File: config.mk
export PLATFORM = sky130hd
export DESIGN_NAME = i2s_rx_dsp_channel
export DESIGN_NICKNAME = d
export VERILOG_FILES = /design/src/rtl/i2s_rx_dsp_channel.sv
export SDC_FILE = /design/constraint.sdc
export NUM_CORES = 1
export LEC_CHECK = 0
export ABC_AREA = 1
export CORE_MARGIN = 1.5
export CORE_UTILIZATION = 38
export DETAILED_ROUTE_END_ITERATION = 16
export PLACE_DENSITY_LB_ADDON = 0.15
export RECOVER_POWER = 50
export SETUP_SLACK_MARGIN = 0.3
export SLEW_MARGIN = 15
export SYNTH_ARGS = -nofsm -noshare
export SYNTH_HDL_FRONTEND = slang
export SYNTH_SLANG_ARGS = --single-unit
File: constraint.sdc
create_clock -name sck_i -period 2.28 [get_ports sck_i]
set_clock_uncertainty 0.2 [all_clocks]
set_input_delay 0.456 -clock sck_i [delete_from_list [all_inputs] [get_ports sck_i]]
set_output_delay 0.456 -clock sck_i [all_outputs]
set_load 0.005 [all_outputs]
File: src/rtl/i2s_rx_dsp_channel.sv
// DSP-mode (short frame-sync) I2S receiver: sync detect, bit offset, 1/2-line deserialiser, 2-entry holding register.
// Optional I2S_RX_SIGN_EXT_EN adds cfg_sign_ext_i for sign-extending received words.
module i2s_rx_dsp_channel (
    input  logic        sck_i,
    input  logic        rstn_i,
    input  logic        i2s_ch0_i,
    input  logic        i2s_ch1_i,
    input  logic        i2s_ws_i,
    output logic [31:0] fifo_data_o,
    output logic        fifo_data_valid_o,
    input  logic        fifo_data_ready_i,
    output logic        fifo_err_o,
    input  logic        cfg_en_i,
    input  logic        cfg_2ch_i,
    input  logic [4:0]  cfg_num_bits_i,
    input  logic [3:0]  cfg_num_word_i,
    input  logic        cfg_lsb_first_i,
    input  logic [8:0]  cfg_dsp_offset_i,
`ifdef I2S_RX_SIGN_EXT_EN
    input  logic        cfg_sign_ext_i,
`endif
    output logic [1:0]  dbg_state_o
);

    // Handshake: a word transfers on every sck_i edge where fifo_data_valid_o and
    // fifo_data_ready_i are both high; data is held stable while valid=1 and ready=0.
    typedef enum logic [1:0] {
        IDLE    = 2'd0,
        WAIT_WS = 2'd1,
        OFFSET  = 2'd2,
        RUN     = 2'd3
    } state_e;

    state_e      state_q, state_d;
    logic [8:0]  off_cnt_q, off_cnt_d;
    logic [4:0]  bit_cnt_q, bit_cnt_d;
    logic [3:0]  word_cnt_q, word_cnt_d;
    logic [31:0] sh0_q, sh0_d;
    logic [31:0] sh1_q, sh1_d;
    logic [31:0] h0_q, h0_d;
    logic [31:0] h1_q, h1_d;
    logic        h0_v_q, h0_v_d;
    logic        h1_v_q, h1_v_d;
    logic        err_q, err_d;

    logic        last_bit;
    logic        last_word;
    logic        word_done;
    logic        sync_err;
    logic        overflow;
    logic        sign0;
    logic        sign1;
    logic [31:0] upper_mask;
    logic [31:0] sh0_next;
    logic [31:0] sh1_next;
    logic [31:0] word0;
    logic [31:0] word1;
    state_e      start_state;

    assign last_bit    = (bit_cnt_q == cfg_num_bits_i);
    assign last_word   = (word_cnt_q == cfg_num_word_i);
    assign start_state = (cfg_dsp_offset_i == 9'd0) ? RUN : OFFSET;
    assign upper_mask  = 32'hFFFF_FFFE << cfg_num_bits_i;

    always_comb begin
        sh0_next = 32'd0;
        sh1_next = 32'd0;
        if (cfg_lsb_first_i) begin
            sh0_next = sh0_q | ({31'd0, i2s_ch0_i} << bit_cnt_q);
            sh1_next = sh1_q | ({31'd0, i2s_ch1_i} << bit_cnt_q);
        end else begin
            sh0_next = {sh0_q[30:0], i2s_ch0_i};
            sh1_next = {sh1_q[30:0], i2s_ch1_i};
        end
    end

    // Bits above the word width are forced to zero, then optionally filled with the sign bit.
    always_comb begin
        sign0 = 1'b0;
        sign1 = 1'b0;
`ifdef I2S_RX_SIGN_EXT_EN
        sign0 = cfg_sign_ext_i & sh0_next[cfg_num_bits_i];
        sign1 = cfg_sign_ext_i & sh1_next[cfg_num_bits_i];
`endif
        word0 = sign0 ? (sh0_next | upper_mask) : (sh0_next & ~upper_mask);
        word1 = sign1 ? (sh1_next | upper_mask) : (sh1_next & ~upper_mask);
    end

    always_comb begin
        state_d    = state_q;
        off_cnt_d  = off_cnt_q;
        bit_cnt_d  = bit_cnt_q;
        word_cnt_d = word_cnt_q;
        sh0_d      = sh0_q;
        sh1_d      = sh1_q;
        h0_d       = h0_q;
        h1_d       = h1_q;
        h0_v_d     = h0_v_q;
        h1_v_d     = h1_v_q;
        word_done  = 1'b0;
        sync_err   = 1'b0;
        overflow   = 1'b0;

        if (fifo_data_valid_o && fifo_data_ready_i) begin
            if (h0_v_q) h0_v_d = 1'b0;
            else        h1_v_d = 1'b0;
        end

        case (state_q)
            IDLE: begin
                if (cfg_en_i) state_d = WAIT_WS;
            end
            WAIT_WS: begin
                if (i2s_ws_i) begin
                    state_d    = start_state;
                    off_cnt_d  = 9'd0;
                    bit_cnt_d  = 5'd0;
                    word_cnt_d = 4'd0;
                    sh0_d      = 32'd0;
                    sh1_d      = 32'd0;
                end
            end
            OFFSET: begin
                if (i2s_ws_i) begin
                    sync_err  = 1'b1;
                    off_cnt_d = 9'd0;
                end else if (off_cnt_q + 9'd1 == cfg_dsp_offset_i) begin
                    state_d   = RUN;
                    off_cnt_d = 9'd0;
                end else begin
                    off_cnt_d = off_cnt_q + 9'd1;
                end
            end
            RUN: begin
                if (i2s_ws_i && !(last_bit && last_word)) begin
                    // Resync: the partial word is dropped and the frame restarts from this pulse.
                    sync_err   = 1'b1;
                    state_d    = start_state;
                    off_cnt_d  = 9'd0;
                    bit_cnt_d  = 5'd0;
                    word_cnt_d = 4'd0;
                    sh0_d      = 32'd0;
                    sh1_d      = 32'd0;
                end else if (last_bit) begin
                    word_done = 1'b1;
                    bit_cnt_d = 5'd0;
                    sh0_d     = 32'd0;
                    sh1_d     = 32'd0;
                    if (last_word) begin
                        word_cnt_d = 4'd0;
                        off_cnt_d  = 9'd0;
                        state_d    = i2s_ws_i ? start_state : WAIT_WS;
                    end else begin
                        word_cnt_d = word_cnt_q + 4'd1;
                    end
                end else begin
                    sh0_d     = sh0_next;
                    sh1_d     = sh1_next;
                    bit_cnt_d = bit_cnt_q + 5'd1;
                end
            end
            default: state_d = IDLE;
        endcase

        // Occupancy is judged on the registered entries, so a pop on the completion edge still overflows.
        if (word_done) begin
            if (h0_v_q || h1_v_q) begin
                overflow = 1'b1;
            end else begin
                h0_d   = word0;
                h0_v_d = 1'b1;
                if (cfg_2ch_i) begin
                    h1_d   = word1;
                    h1_v_d = 1'b1;
                end
            end
        end

        err_d = overflow | sync_err;

        if (!cfg_en_i) begin
            state_d    = IDLE;
            off_cnt_d  = 9'd0;
            bit_cnt_d  = 5'd0;
            word_cnt_d = 4'd0;
            sh0_d      = 32'd0;
            sh1_d      = 32'd0;
            h0_d       = 32'd0;
            h1_d       = 32'd0;
            h0_v_d     = 1'b0;
            h1_v_d     = 1'b0;
            err_d      = 1'b0;
        end
    end

    always_ff @(posedge sck_i or negedge rstn_i) begin
        if (!rstn_i) begin
            state_q    <= IDLE;
            off_cnt_q  <= 9'd0;
            bit_cnt_q  <= 5'd0;
            word_cnt_q <= 4'd0;
            sh0_q      <= 32'd0;
            sh1_q      <= 32'd0;
            h0_q       <= 32'd0;
            h1_q       <= 32'd0;
            h0_v_q     <= 1'b0;
            h1_v_q     <= 1'b0;
            err_q      <= 1'b0;
        end else begin
            state_q    <= state_d;
            off_cnt_q  <= off_cnt_d;
            bit_cnt_q  <= bit_cnt_d;
            word_cnt_q <= word_cnt_d;
            sh0_q      <= sh0_d;
            sh1_q      <= sh1_d;
            h0_q       <= h0_d;
            h1_q       <= h1_d;
            h0_v_q     <= h0_v_d;
            h1_v_q     <= h1_v_d;
            err_q      <= err_d;
        end
    end

    assign fifo_data_valid_o = h0_v_q | h1_v_q;
    assign fifo_data_o       = h0_v_q ? h0_q : h1_q;
    assign fifo_err_o        = err_q;
    assign dbg_state_o       = state_q;

endmodule

======== After elaboration in Yosys (flattened, before gate mapping) ========
Cells that the tools add are included.
word-level totals
  register bits after elaboration ......... 151
  input port bits ......................... 27
  output and inout port bits .............. 36
  word-level logic and storage cells ...... 120
cells by class
  add/sub/neg operators ................... 3
  eq/ne operators ......................... 16
  shift-type cells ........................ 3
  mux-type cells .......................... 67
  bitwise logic cells ..................... 7
  reductions and logical operators ........ 13
operator list
  operator                                                             number
  32-bit two-way mux                                                   17
  32-bit case mux with 2 select lines                                  2
  32-bit bitwise AND                                                   2
  32-bit OR                                                            2
  1-bit by 5-bit left shift with 32-bit output                         2
  9-bit two-way mux                                                    7
  32-bit inverter                                                      1
  32-bit by 5-bit left shift with 32-bit output, first input constant  1
  9-bit case mux with 3 select lines                                   1
  4-bit two-way mux                                                    5
  5-bit two-way mux                                                    4
  1-bit two-way mux                                                    19
  2-bit two-way mux                                                    8
  5-bit case mux with 2 select lines                                   1
  9-bit by 1-bit adder with 9-bit output, second input constant        1
  9-bit equality test                                                  1
  9-bit logical NOT                                                    1
  3-bit != test, second input constant                                 3
  4-bit != test, second input constant                                 2
  2-bit case mux with 4 select lines                                   1
  4-bit case mux with 2 select lines                                   1
  3-bit AND reduction                                                  2
  5-bit by 1-bit adder with 5-bit output, second input constant        1
  5-bit equality test                                                  1
  other kinds (17)                                                     23

======== Longest topological paths before layout ========
Gate-level depths: netlist of the first run.
  depth after elaboration ................. 9
  depth in mapped cells ................... 14
  mapped depth without buffers ............ 13

======== Worst setup path after synthesis of the first run ========
Ideal clock, no wire load.
  path type ............................... input -> register
  from .................................... in cfg_num_bits_i[4]
  to ...................................... reg h0_q[12]
  library setup time ...................... 0.121 ns
  arrival ................................. 1.731 ns
  data required time ...................... 1.959 ns
  path slack .............................. 0.228 ns
  stages .................................. 13
  path buffers ............................ 3
  cell sequence ........................... buf_4 clkinv_2 nand2_1 nand2_1 nand3_2 nor2_4 nand2_4 nand2_4 nand4_4 nand2_2 buf_8 buf_6 o21ai_1
on the way
  word-level cells in the longest chain between the ends .. 8
  elaborated cells between the ends (all ways) .. 15
  those cells by class .................... eq/ne: 2; shift: 1; mux: 6; bitwise: 2; reduce/logical: 4
ends and longest elaborated chain
  what                                                                                                   line  source
  start, declared                                                                                        15    input logic [4:0] cfg_num_bits_i,
  parallel branches: the longest is 8 deep, another holds 32-bit by 5-bit left shift with 32-bit output  --
  end signal, assigned                                                                                   204   h0_q <= 32'd0;
  end signal, assigned                                                                                   216   h0_q <= h0_d;
  end, declared                                                                                          40    logic [31:0] h0_q, h0_d;
Several ways; the timed one is not identified. The select of a mux whose other input is x is not followed.
A chain may end at the register's enable or synchronous reset.

======== Final worst setup path of the first run ========
  from .................................... reg h0_v_q
  to ...................................... out fifo_data_o[0]
on the way
  word-level cells in the longest chain between the ends .. 1
ends and longest elaborated chain
  what                    line  source
  start, declared         42    logic h0_v_q, h0_v_d;
  start signal, assigned  218   h0_v_q <= h0_v_d;
  32-bit two-way mux      225   assign fifo_data_o = h0_v_q ? h0_q : h1_q;
  end, declared           9     output logic [31:0] fifo_data_o,
No other way between the ends.

==> results of run 1 <==
## power by group through the flow
stage / Clock (W) / Combinational (W) / Sequential (W)
after floorplan: 0 / 0.000687 / 0.00288
after global placement: 0 / 0.00139 / 0.00290
after detailed placement: 0 / 0.00139 / 0.00290
after CTS: 0.00286 / 0.00176 / 0.00286
after global routing: 0.00298 / 0.00221 / 0.00288
final: 0.00285 / 0.00208 / 0.00287
## flip-flops by register name (all words and copies together) (netlist names)
signal / cells
h1_v_q: 1
bit_cnt_q: 5
sh1_q: 32
h0_v_q: 1
h0_q: 32
dbg_state_o: 2
word_cnt_q: 4
fifo_err_o: 1
sh0_q: 32
h1_q: 32
off_cnt_q: 9
## cell families after synthesis
family | synth area share
fa+ha+maj | 0.00429
buf+inv | 0.116
xor+xnor | 0.0100
flops | 0.431
compound gates | 0.176
simple gates | 0.263
## worst max-delay path, stage by stage, from the launching register on
cell and delay (ps):
dfrtp_1 400, clkinv_4 180, buf_6 170, buf_12 150, nand2_1 100, o21ai_2 70, buf_2 130
## layout make-up
class	count	area [um^2]
Inverter	154	627
Fill cell	1822	8450
Timing Repair inverter	1	11.3
Tap cell	285	357
Timing Repair Buffer	314	3350
Multi-Input combinational cell	777	5490
Clock inverter	7	96.3
Sequential cell	151	3790
Clock buffer	22	474
## placed cells by master, fill, tap and decap left out, drive strengths merged, types with 6 or more instances in the layout
master / synthesis / routed
nand3b: 8 / 8
nor3: 30 / 30
inv: 150 / 152
a31oi: 6 / 6
nand3: 118 / 119
buf: 38 / 279
dfrtp: 151 / 151
dlygate4sd2: 0 / 9
clkbuf: 32 / 29
o21ai: 172 / 172
nand4: 33 / 33
xnor2: 6 / 6
clkdlybuf4s50: 0 / 13
a21oi: 25 / 25
o22ai: 55 / 55
nor2: 79 / 79
nand2: 227 / 228
## layer usage
metal / routed length (um) / up-vias / track usage
met1: 14500 / 4544 / 0.382
met3: 2130 / 62 / 0.0563
met2: 16300 / 315 / 0.437
met5: 0 / - / 0
li1: - / 4404 / -
met4: 753 / 0 / 0.0934
## stage by stage
| stage | cell area [um^2] | total power [W] | util | hold WS (ps) | setup TNS (ps) |
|---|---|---|---|---|---|
| floorplan | 8800 | 0.00357 | - | -39.6 | 0 |
| global placement | 10700 | 0.00429 | 0.474 | 179 | -43330 |
| detailed placement | 10700 | 0.00429 | 0.474 | 175 | -45790 |
| CTS | 12900 | 0.00748 | 0.571 | 274 | 0 |
| global route | 14200 | 0.00807 | 0.627 | 308 | -810 |
| finish | 14200 | 0.00780 | 0.627 | 277 | -11.2 |
## synth_stat cells (8+ instances only)
library cell	count	area (um^2)
dfrtp_1	151	3780
nand3b_1	8	60.1
nand3_1	116	581
a21oi_1	25	125
o21ai_2	35	307
o22ai_1	55	344
buf_6	14	158
o21ai_1	28	140
nor2_1	78	293
o21ai_0	109	546
buf_2	8	40.0
nand2_2	21	131
buf_1	10	37.5
clkbuf_1	32	120
inv_1	147	552
nor3_1	27	135
nand2_1	203	762
nand4_1	32	200
## worst max-delay path by stage
stage                      start                    to  slack (ps)  cells past startpoint
6_report        h0_v_q$_DFF_PN0_        fifo_data_o[0]         -10                      6
5_1_grt         h0_v_q$_DFF_PN0_        fifo_data_o[0]         -80                      6
4_1_cts         h0_v_q$_DFF_PN0_       fifo_data_o[31]          30                      4
3_5_place_dp   cfg_num_bits_i[4]  sh1_q[2]$_DFFE_PN0P_        -440                     11
3_3_place_gp   cfg_num_bits_i[4]  sh1_q[1]$_DFFE_PN0P_        -380                     11
2_1_floorplan  cfg_num_bits_i[2]  h0_q[12]$_DFFE_PN0P_         240                     11
## repair_timing
action / CTS / global route
hold buffers: 1 / 0
setup endpoints to repair: 182 / 182
gates resized for setup: 363 / 309
pin swaps: 49 / 42
cloned: 22 / 4
endpoints found under the hold margin: 28 / 0
setup buffers: 45 / 21
==> impl_metrics.csv, run 1 <==
group,metric,value,unit
power,seqPwrFrac,0.368,
clock_network,cts_sinks,151,
critical_path,reg2reg_from,"bit_cnt_q[4]$_DFFE_PN0P_",
logic_synthesis,synth_flop_cell,"dfrtp_1",
status,violations,"negative setup slack",
power,clkPwrFrac,0.365,
clock_network,cts_buffers,17,
critical_path,reg2reg_depth,13,
logic_synthesis,ys_ff_latch,151,
logic_synthesis,synth_edf_count,0,
power,leakage,6.34,nW
routing,remaining_drc_errors,0,
grt,gr-usage-all-layers,0.278,
logic_synthesis,async_flop_share,1.00,
power,p_per_area,549,nW/um^2
critical_path,crit_fanout,14,
cells_and_area,finalNonFillerCells,1711,
cells_and_area,areaGrowthSynthToFinish,62.0,%
grt,antenna_found_initial,0,
worst_hold_path,hp-class,"flop to flop",
worst_hold_path,hold_end,"h0_q[24]$_DFFE_PN0P_",
critical_path,critical_path_class,"flop to output pin",
grt,grt_max_degree,62,
place,port_buffers,62,
sta,setup_viol,1,
sta,maxSlewHeadroom,0.403,
logic_synthesis,avgSynthCellArea,7.62,um^2
logic_synthesis,ys_warn_count,0,
logic_synthesis,netlist_area,8760,um^2
floorplanning,die_h,155,um
sta,fin_crit_sh,1.00,
critical_path,crit_arrival,1640,ps
routing,wl_per_cell,19.7,um
floorplanning,io_pins,63,
sta,worst_pin_slew,895,ps
floorplanning,die_w,155,um
grt,grt_pass1_vias,8913,
flow_run,maxCapViolCount,0,
floorplanning,start_util,0.387,
power,netSwitchingFraction,0.314,
sta,clock.fmax,0.436,GHz
grt,grt_pass1_wl,50500,um
cells_and_area,diodes,0,
clock_network,insertion_delay,430,ps
worst_hold_path,hold_start,"h0_q[24]$_DFFE_PN0P_",
routing,dr.pass1.iters,5,
floorplanning,fp.dieArea,24000,um^2
critical_path,r2r_setup_slack,90,ps
power,p_sw,0.00245,W
sta,hold_viol,0,
logic_synthesis,syn-num-nets,1180,
critical_path,r2r-end,"sh1_q[10]$_DFFE_PN0P_",
clock_network,cts.clk_slew.worst_paths,60,ps
clock_network,cts_tree,"done",
power,ir_drop,0.463,mV
clock_network,h-tree-depth,4,
worst_hold_path,holdPathStages,2,
place,place_ws,-438,ps
routing,wl,33700,um
critical_path,cp.required,1620,ps
power,intPower,0.00535,W
place,placed_cells,1589,
routing,ant_nets,0,
critical_path,cp-start-kind,"flop",
place,dpl.hpwl,20200,um
sta,slew_viol_final,0,
cells_and_area,fin_nets,1446,
power,combPwrFrac,0.267,
cells_and_area,drive_gt1_frac,0.468,
routing,routed-via-count,9325,
sta,period_minus_slack,2290,ps
sta,fin_ws,-11.2,ps
logic_synthesis,synthCells,1150,
floorplanning,rows,55,
logic_synthesis,synth.distinct_cells,37,
sta,rsz0062_at_grt,"yes",
routing,drt_iter0_drc,788,
critical_path,cp-end-kind,"output pin",
clock_network,root_buffer,"clkbuf_16",
status,status,"complete, but fails checks",
routing,avgViaCountPerCell,5.45,
clock_network,clk_path_buf_depth,2,
grt,grt-ovfl-total,0,
logic_synthesis,synth-seq-area-share,0.431,
place,gp_congestion,0.931,
floorplanning,core-area,22600,um^2
Power figures use the tool's default switching activity.
==> run 2: changes to the inputs <==
--- a/config.mk
+++ b/config.mk
@@ -6,9 +6,9 @@
 export NUM_CORES = 1
 export LEC_CHECK = 0
 export ABC_AREA = 1
-export CORE_MARGIN = 1.5
 export CORE_UTILIZATION = 38
 export DETAILED_ROUTE_END_ITERATION = 16
+export GPL_TIMING_DRIVEN = 0
 export PLACE_DENSITY_LB_ADDON = 0.15
 export RECOVER_POWER = 50
 export SETUP_SLACK_MARGIN = 0.3
==> run 2 against run 1 <==
Net effect: the run now ends clean; sequential share of layout area is 1.7 points higher; first-iteration DRC count is 10% lower; die area down 1.3%; largest power group unchanged.
==> impl_metrics.csv, run 2 (synthesis gave the netlist of run 1 again) <==
group,metric,value,unit
status,status,"complete, no violations",
place,dpl.hpwl,22100,um
sta,rsz0062_at_grt,"yes",
floorplanning,io_pins,63,
flow_run,maxCapViolCount,0,
sta,maxSlewHeadroom,0.411,
routing,remaining_drc_errors,0,
grt,grt_pass1_wl,51400,um
clock_network,cts_tree,"done",
power,leakage,5.80,nW
clock_network,root_buffer,"clkbuf_16",
critical_path,reg2reg_depth,8,
sta,period_minus_slack,2220,ps
clock_network,cts_sinks,151,
floorplanning,die_h,154,um
cells_and_area,finalNonFillerCells,1625,
critical_path,cp-end-kind,"output pin",
sta,setup_viol,0,
clock_network,h-tree-depth,4,
cells_and_area,n_fill_cell,1977,
power,power,0.00736,W
floorplanning,fp.dieArea,23700,um^2
grt,grt_pass1_vias,8879,
critical_path,crit_arrival,1560,ps
sta,worst_pin_slew,883,ps
floorplanning,die_w,154,um
clock_network,cts.clk_slew.worst_paths,60,ps
routing,wl_per_cell,20.8,um
routing,routed-via-count,9065,
critical_path,critical_path_class,"flop to output pin",
critical_path,r2r-end,"h1_q[22]$_DFFE_PN0P_",
power,p_per_area,553,nW/um^2
sta,hold_viol,0,
routing,drt_iter0_drc,706,
routing,dr.pass1.iters,6,
worst_hold_path,holdPathStages,5,
power,ir_drop,0.383,mV
routing,avgViaCountPerCell,5.58,
cells_and_area,fin_nets,1358,
cells_and_area,mostFrequentLayoutCells,"dfrtp_1 (147), inv_1 (136), nand2_1 (126)",
place,placed_cells,1495,
sta,fin_crit_sh,0.972,
critical_path,reg2reg_from,"bit_cnt_q[2]$_DFFE_PN0P_",
sta,clock.fmax,0.451,GHz
grt,grt-ovfl-total,0,
cells_and_area,areaGrowthSynthToFinish,52.0,%
clock_network,clk_path_buf_depth,2,
critical_path,cp-start-kind,"flop",
place,port_buffers,59,
grt,antenna_found_initial,2,
worst_hold_path,hp-class,"input pin to flop",
sta,tns,0,ps
critical_path,crit_fanout,6,
floorplanning,rows,55,
critical_path,cp.required,1620,ps
routing,wl,33800,um
critical_path,r2r_setup_slack,90,ps
clock_network,insertion_delay,440,ps
sta,slew_viol_final,0,
clock_network,cts_buffers,17,
grt,gr-usage-all-layers,0.288,
floorplanning,core-area,22600,um^2
cells_and_area,layout_commonest_cell,"dfrtp_1",
place,gp_congestion,0.976,
floorplanning,start_util,0.387,
cells_and_area,drive_gt1_frac,0.409,
routing,ant_nets,0,
grt,grt_max_degree,92,
worst_hold_path,hold_start,"cfg_num_bits_i[4]",
worst_hold_path,hold_end,"h1_q[12]$_DFFE_PN0P_",
-- run 2: cell count changes in the layout (fill, tap and decap cells not counted), moves of 10 or more --
| cell | previous run | this run |
|---|---|---|
| buf_4 | 149 | 40 |
| nand2_2 | 64 | 43 |
| clkbuf_1 | 2 | 19 |
| nand2_1 | 111 | 126 |
| buf_6 | 46 | 35 |
| buf_8 | 7 | 17 |
-- run 2: worst max-delay path by stage --
| stage | startpoint | endpoint | slack (ps) | depth (start not counted) |
|---|---|---|---|---|
| floorplan | cfg_num_bits_i[2] | h0_q[12]$_DFFE_PN0P_ | 240 | 11 |
| global placement | rstn_i | sh1_q[26]$_DFFE_PN0P_ | -6010 | 1 |
| detailed placement | cfg_en_i | sh1_q[23]$_DFFE_PN0P_ | -900 | 9 |
| CTS | h0_v_q$_DFF_PN0_ | fifo_data_o[10] | 90 | 5 |
| global route | word_cnt_q[2]$_DFFE_PN0P_ | h1_q[5]$_DFFE_PN0P_ | -20 | 14 |
| finish | h0_v_q$_DFF_PN0_ | fifo_data_o[3] | 60 | 5 |
-- run 2: worst max-delay path, stage by stage (launching register included) --
cell and delay, ps:
dfrtp_2 420, clkinv_4 130, clkbuf_16 180, buf_6 120, o21ai_2 140, buf_2 130
-- run 2: what timing repair did --
action                                  in CTS  in global routing
endpoints found under the hold margin       60                  0
buffers inserted                            74                  7
endpoints found under the setup margin     185                183
pin swaps                                   57                 33
hold buffers                                 1                  0
gates cloned                                15                  2
gates resized for setup                    526                202
-- run 2: layer usage --
layer,routed length (um),track usage,share of wire,vias up
li1,-,-,-,4216
met1,14600,0.389,0.43,4413
met2,15600,0.449,0.46,367
met3,2610,0.0691,0.077,69
met4,1000,0.101,0.030,0
met5,0,0,0,-
-- run 2: final cells by class --
cell class / instances / area (um^2) / area share
Antenna cell: 1 / 2.50 / 0.000188
Buffer: 70 / 762 / 0.0572
Clock buffer: 22 / 464 / 0.0349
Clock inverter: 8 / 52.6 / 0.00395
Inverter: 154 / 639 / 0.0480
Multi-Input combinational cell: 775 / 5460 / 0.410
Sequential cell: 151 / 3780 / 0.284
Tap cell: 285 / 357 / 0.0268
Timing Repair Buffer: 158 / 1780 / 0.133
Timing Repair inverter: 1 / 16.3 / 0.00122
-- run 2: metrics by stage --
step	setup WS [ps]	hold slack [ps]	util	area, um^2
after floorplan	243	-39.6	-	8800
after global placement	-6010	257	0.431	9750
after detailed placement	-897	232	0.432	9780
after CTS	93.3	247	0.549	12400
after global routing	-15.1	266	0.588	13300
final	65.0	256	0.588	13300
-- run 2: power breakdown --
part / internal, W / total [W] / leakage [nW] / switching [W]
Sequential: 0.00278 / 0.00287 / 2.08 / 0.0000859
Clock: 0.00143 / 0.00263 / 0.252 / 0.00120
Combinational: 0.000726 / 0.00187 / 3.47 / 0.00114
==> run 3: changes to the inputs <==
--- a/config.mk
+++ b/config.mk
@@ -6,6 +6,7 @@
 export NUM_CORES = 1
 export LEC_CHECK = 0
 export ABC_AREA = 1
+export CAP_MARGIN = 0
 export CORE_UTILIZATION = 38
 export DETAILED_ROUTE_END_ITERATION = 16
 export GPL_TIMING_DRIVEN = 0
@@ -16,3 +17,4 @@
 export SYNTH_ARGS = -nofsm -noshare
 export SYNTH_HDL_FRONTEND = slang
 export SYNTH_SLANG_ARGS = --single-unit
+export TNS_END_PERCENT = 5
==> run 3 against run 2 <==
Net effect: wire length is 9.6% lower; critical path depth is 4 higher; power is 2.0% lower; highest routed layer unchanged.
==> impl_metrics.csv, run 3 (synthesis gave the netlist of run 1 again) <==
group,metric,value,unit
status,status,"complete, no violations",
floorplanning,die_w,154,um
critical_path,path_cells,"buf_6, buf_12, nor2_4, inv_1, nor2_1, a21oi_1, a21oi_1, nand3_1, o21ai_1",
power,leakage,4.95,nW
cells_and_area,diodes,0,
cells_and_area,multiInputGateArea,4300,um^2
cells_and_area,n_fill_cell,2192,
critical_path,cp-end-kind,"flop",
cells_and_area,seqCellArea,3780,um^2
cells_and_area,fin_nets,1302,
clock_network,clk_path_buf_depth,2,
critical_path,critical_path_class,"flop to flop",
floorplanning,rows,55,
grt,gr-usage-all-layers,0.263,
place,port_buffers,59,
clock_network,h-tree-depth,4,
cells_and_area,finalNonFillerCells,1570,
sta,fin_crit_sh,0.994,
floorplanning,fp.dieArea,23700,um^2
grt,grt_pass1_wl,47000,um
cells_and_area,layout_commonest_cell,"nand2_1",
cells_and_area,drive_gt1_frac,0.233,
routing,wl,30600,um
sta,setup_viol,0,
place,gp_congestion,0.944,
critical_path,crit_path_top_delay_cell,"dfrtp_1",
grt,grt-ovfl-total,0,
flow_run,maxCapViolCount,0,
clock_network,cts_sinks,151,
floorplanning,io_pins,63,
grt,grt_max_degree,100,
sta,rsz0062_at_grt,"yes",
clock_network,root_buffer,"clkbuf_16",
power,ir_drop,0.462,mV
sta,worst_pin_slew,651,ps
sta,fin_ws,14.2,ps
grt,antenna_found_initial,0,
sta,maxSlewHeadroom,0.566,
sta,clock.fmax,0.441,GHz
routing,drt_iter0_drc,749,
place,place_ws,-898,ps
place,placed_cells,1495,
critical_path,crit_fanout,5,
routing,remaining_drc_errors,0,
sta,hold_viol,0,
routing,ant_nets,0,
cells_and_area,areaGrowthSynthToFinish,28.7,%
grt,grt_pass1_vias,8084,
floorplanning,core-area,22600,um^2
routing,dr.pass1.iters,5,
place,dpl.hpwl,21900,um
clock_network,insertion_delay,430,ps
sta,slew_viol_final,0,
critical_path,cpPeakStageDelay,410,ps
clock_network,cts.clk_slew.worst_paths,70,ps
critical_path,cp.required,2430,ps
critical_path,crit_top_cell,"a21oi_1",
critical_path,cp-start-kind,"flop",
clock_network,cts_tree,"done",
power,p_per_area,640,nW/um^2
critical_path,crit_arrival,2420,ps
clock_network,cts_buffers,17,
floorplanning,start_util,0.387,
routing,routed-via-count,8560,
sta,period_minus_slack,2270,ps
cells_and_area,mostFrequentLayoutCells,"nand2_1 (191), dfrtp_1 (148), inv_1 (139)",
worst_hold_path,hp-class,"input pin to flop",
routing,wl_per_cell,19.5,um
floorplanning,die_h,154,um
routing,avgViaCountPerCell,5.45,
## run 3: changes by cell type in the layout (fill, tap and decap cells not counted), moves of 13 or more
cell,before,now
buf_12,28,13
buf_6,35,17
buf_8,17,3
nand2_1,126,191
nand2_2,43,28
nand2_4,54,7
nor3_1,5,18
o21ai_0,37,67
o21ai_2,88,48
o22ai_1,3,55
o22ai_2,47,0
## run 3: final cells by class
type | count | share of cell area
Buffer | 70 | 0.0570
Inverter | 154 | 0.0546
Clock inverter | 15 | 0.0170
Timing Repair Buffer | 103 | 0.0855
Tap cell | 285 | 0.0316
Multi-Input combinational cell | 775 | 0.381
Clock buffer | 17 | 0.0377
Sequential cell | 151 | 0.335
## run 3: per-stage QoR
stage                     utilization  total power (W)  instance area, um^2  hold slack, ps  setup TNS (ps)
after floorplan                     -          0.00357                 8800           -39.6               0
after global placement          0.431          0.00407                 9750             256        -1008130
after detailed placement        0.432          0.00408                 9780             207          -99310
after CTS                       0.476          0.00714                10800             243               0
after global routing            0.498          0.00749                11300             267               0
final                           0.498          0.00722                11300             264               0
## run 3: critical path, delay by kind of cell (launching register included)
kind,cells,cell delay [ps]
simple gates,3,590
compound gates,3,620
buf+inv,3,380
flops,1,410
## run 3: metal layers
metal / part of all wire / global-route usage
met1: 0.46 / 0.375
met2: 0.45 / 0.407
met4: 0.022 / 0.0819
met3: 0.064 / 0.0417
met5: 0 / 0
## run 3: worst paths after layout
check	from	endpoint	slack, ps	cells past startpoint
worst max-delay path	bit_cnt_q[3]$_DFFE_PN0P_	h1_q[22]$_DFFE_PN0P_	10	9
worst min-delay path	cfg_num_bits_i[4]	h1_q[12]$_DFFE_PN0P_	260	5
worst max register to register	bit_cnt_q[3]$_DFFE_PN0P_	h1_q[22]$_DFFE_PN0P_	10	9
worst min register to register	h1_q[5]$_DFFE_PN0P_	h1_q[5]$_DFFE_PN0P_	290	2
max in group asynchronous	rstn_i	sh1_q[22]$_DFFE_PN0P_	700	3
min in group asynchronous	rstn_i	h0_q[12]$_DFFE_PN0P_	330	2
## run 3: what timing repair did
item                                    4_1_cts  5_1_grt
endpoints found under the setup margin      185      183
endpoints found under the hold margin        52        0
gates cloned                                  2        3
hold buffers                                  1        0
buffers inserted                             11       26
pin swaps                                     9       25
resized for setup                           260       77
## run 3: report_power, final
| part | switching [W] | total, W | internal, W | leakage, nW |
|---|---|---|---|---|
| Sequential | 0.0000724 | 0.00285 | 0.00278 | 2.09 |
| Combinational | 0.000865 | 0.00134 | 0.000471 | 2.58 |
| Clock | 0.00128 | 0.00303 | 0.00175 | 0.285 |
| Total | 0.00221 | 0.00722 | 0.00500 | 4.95 |
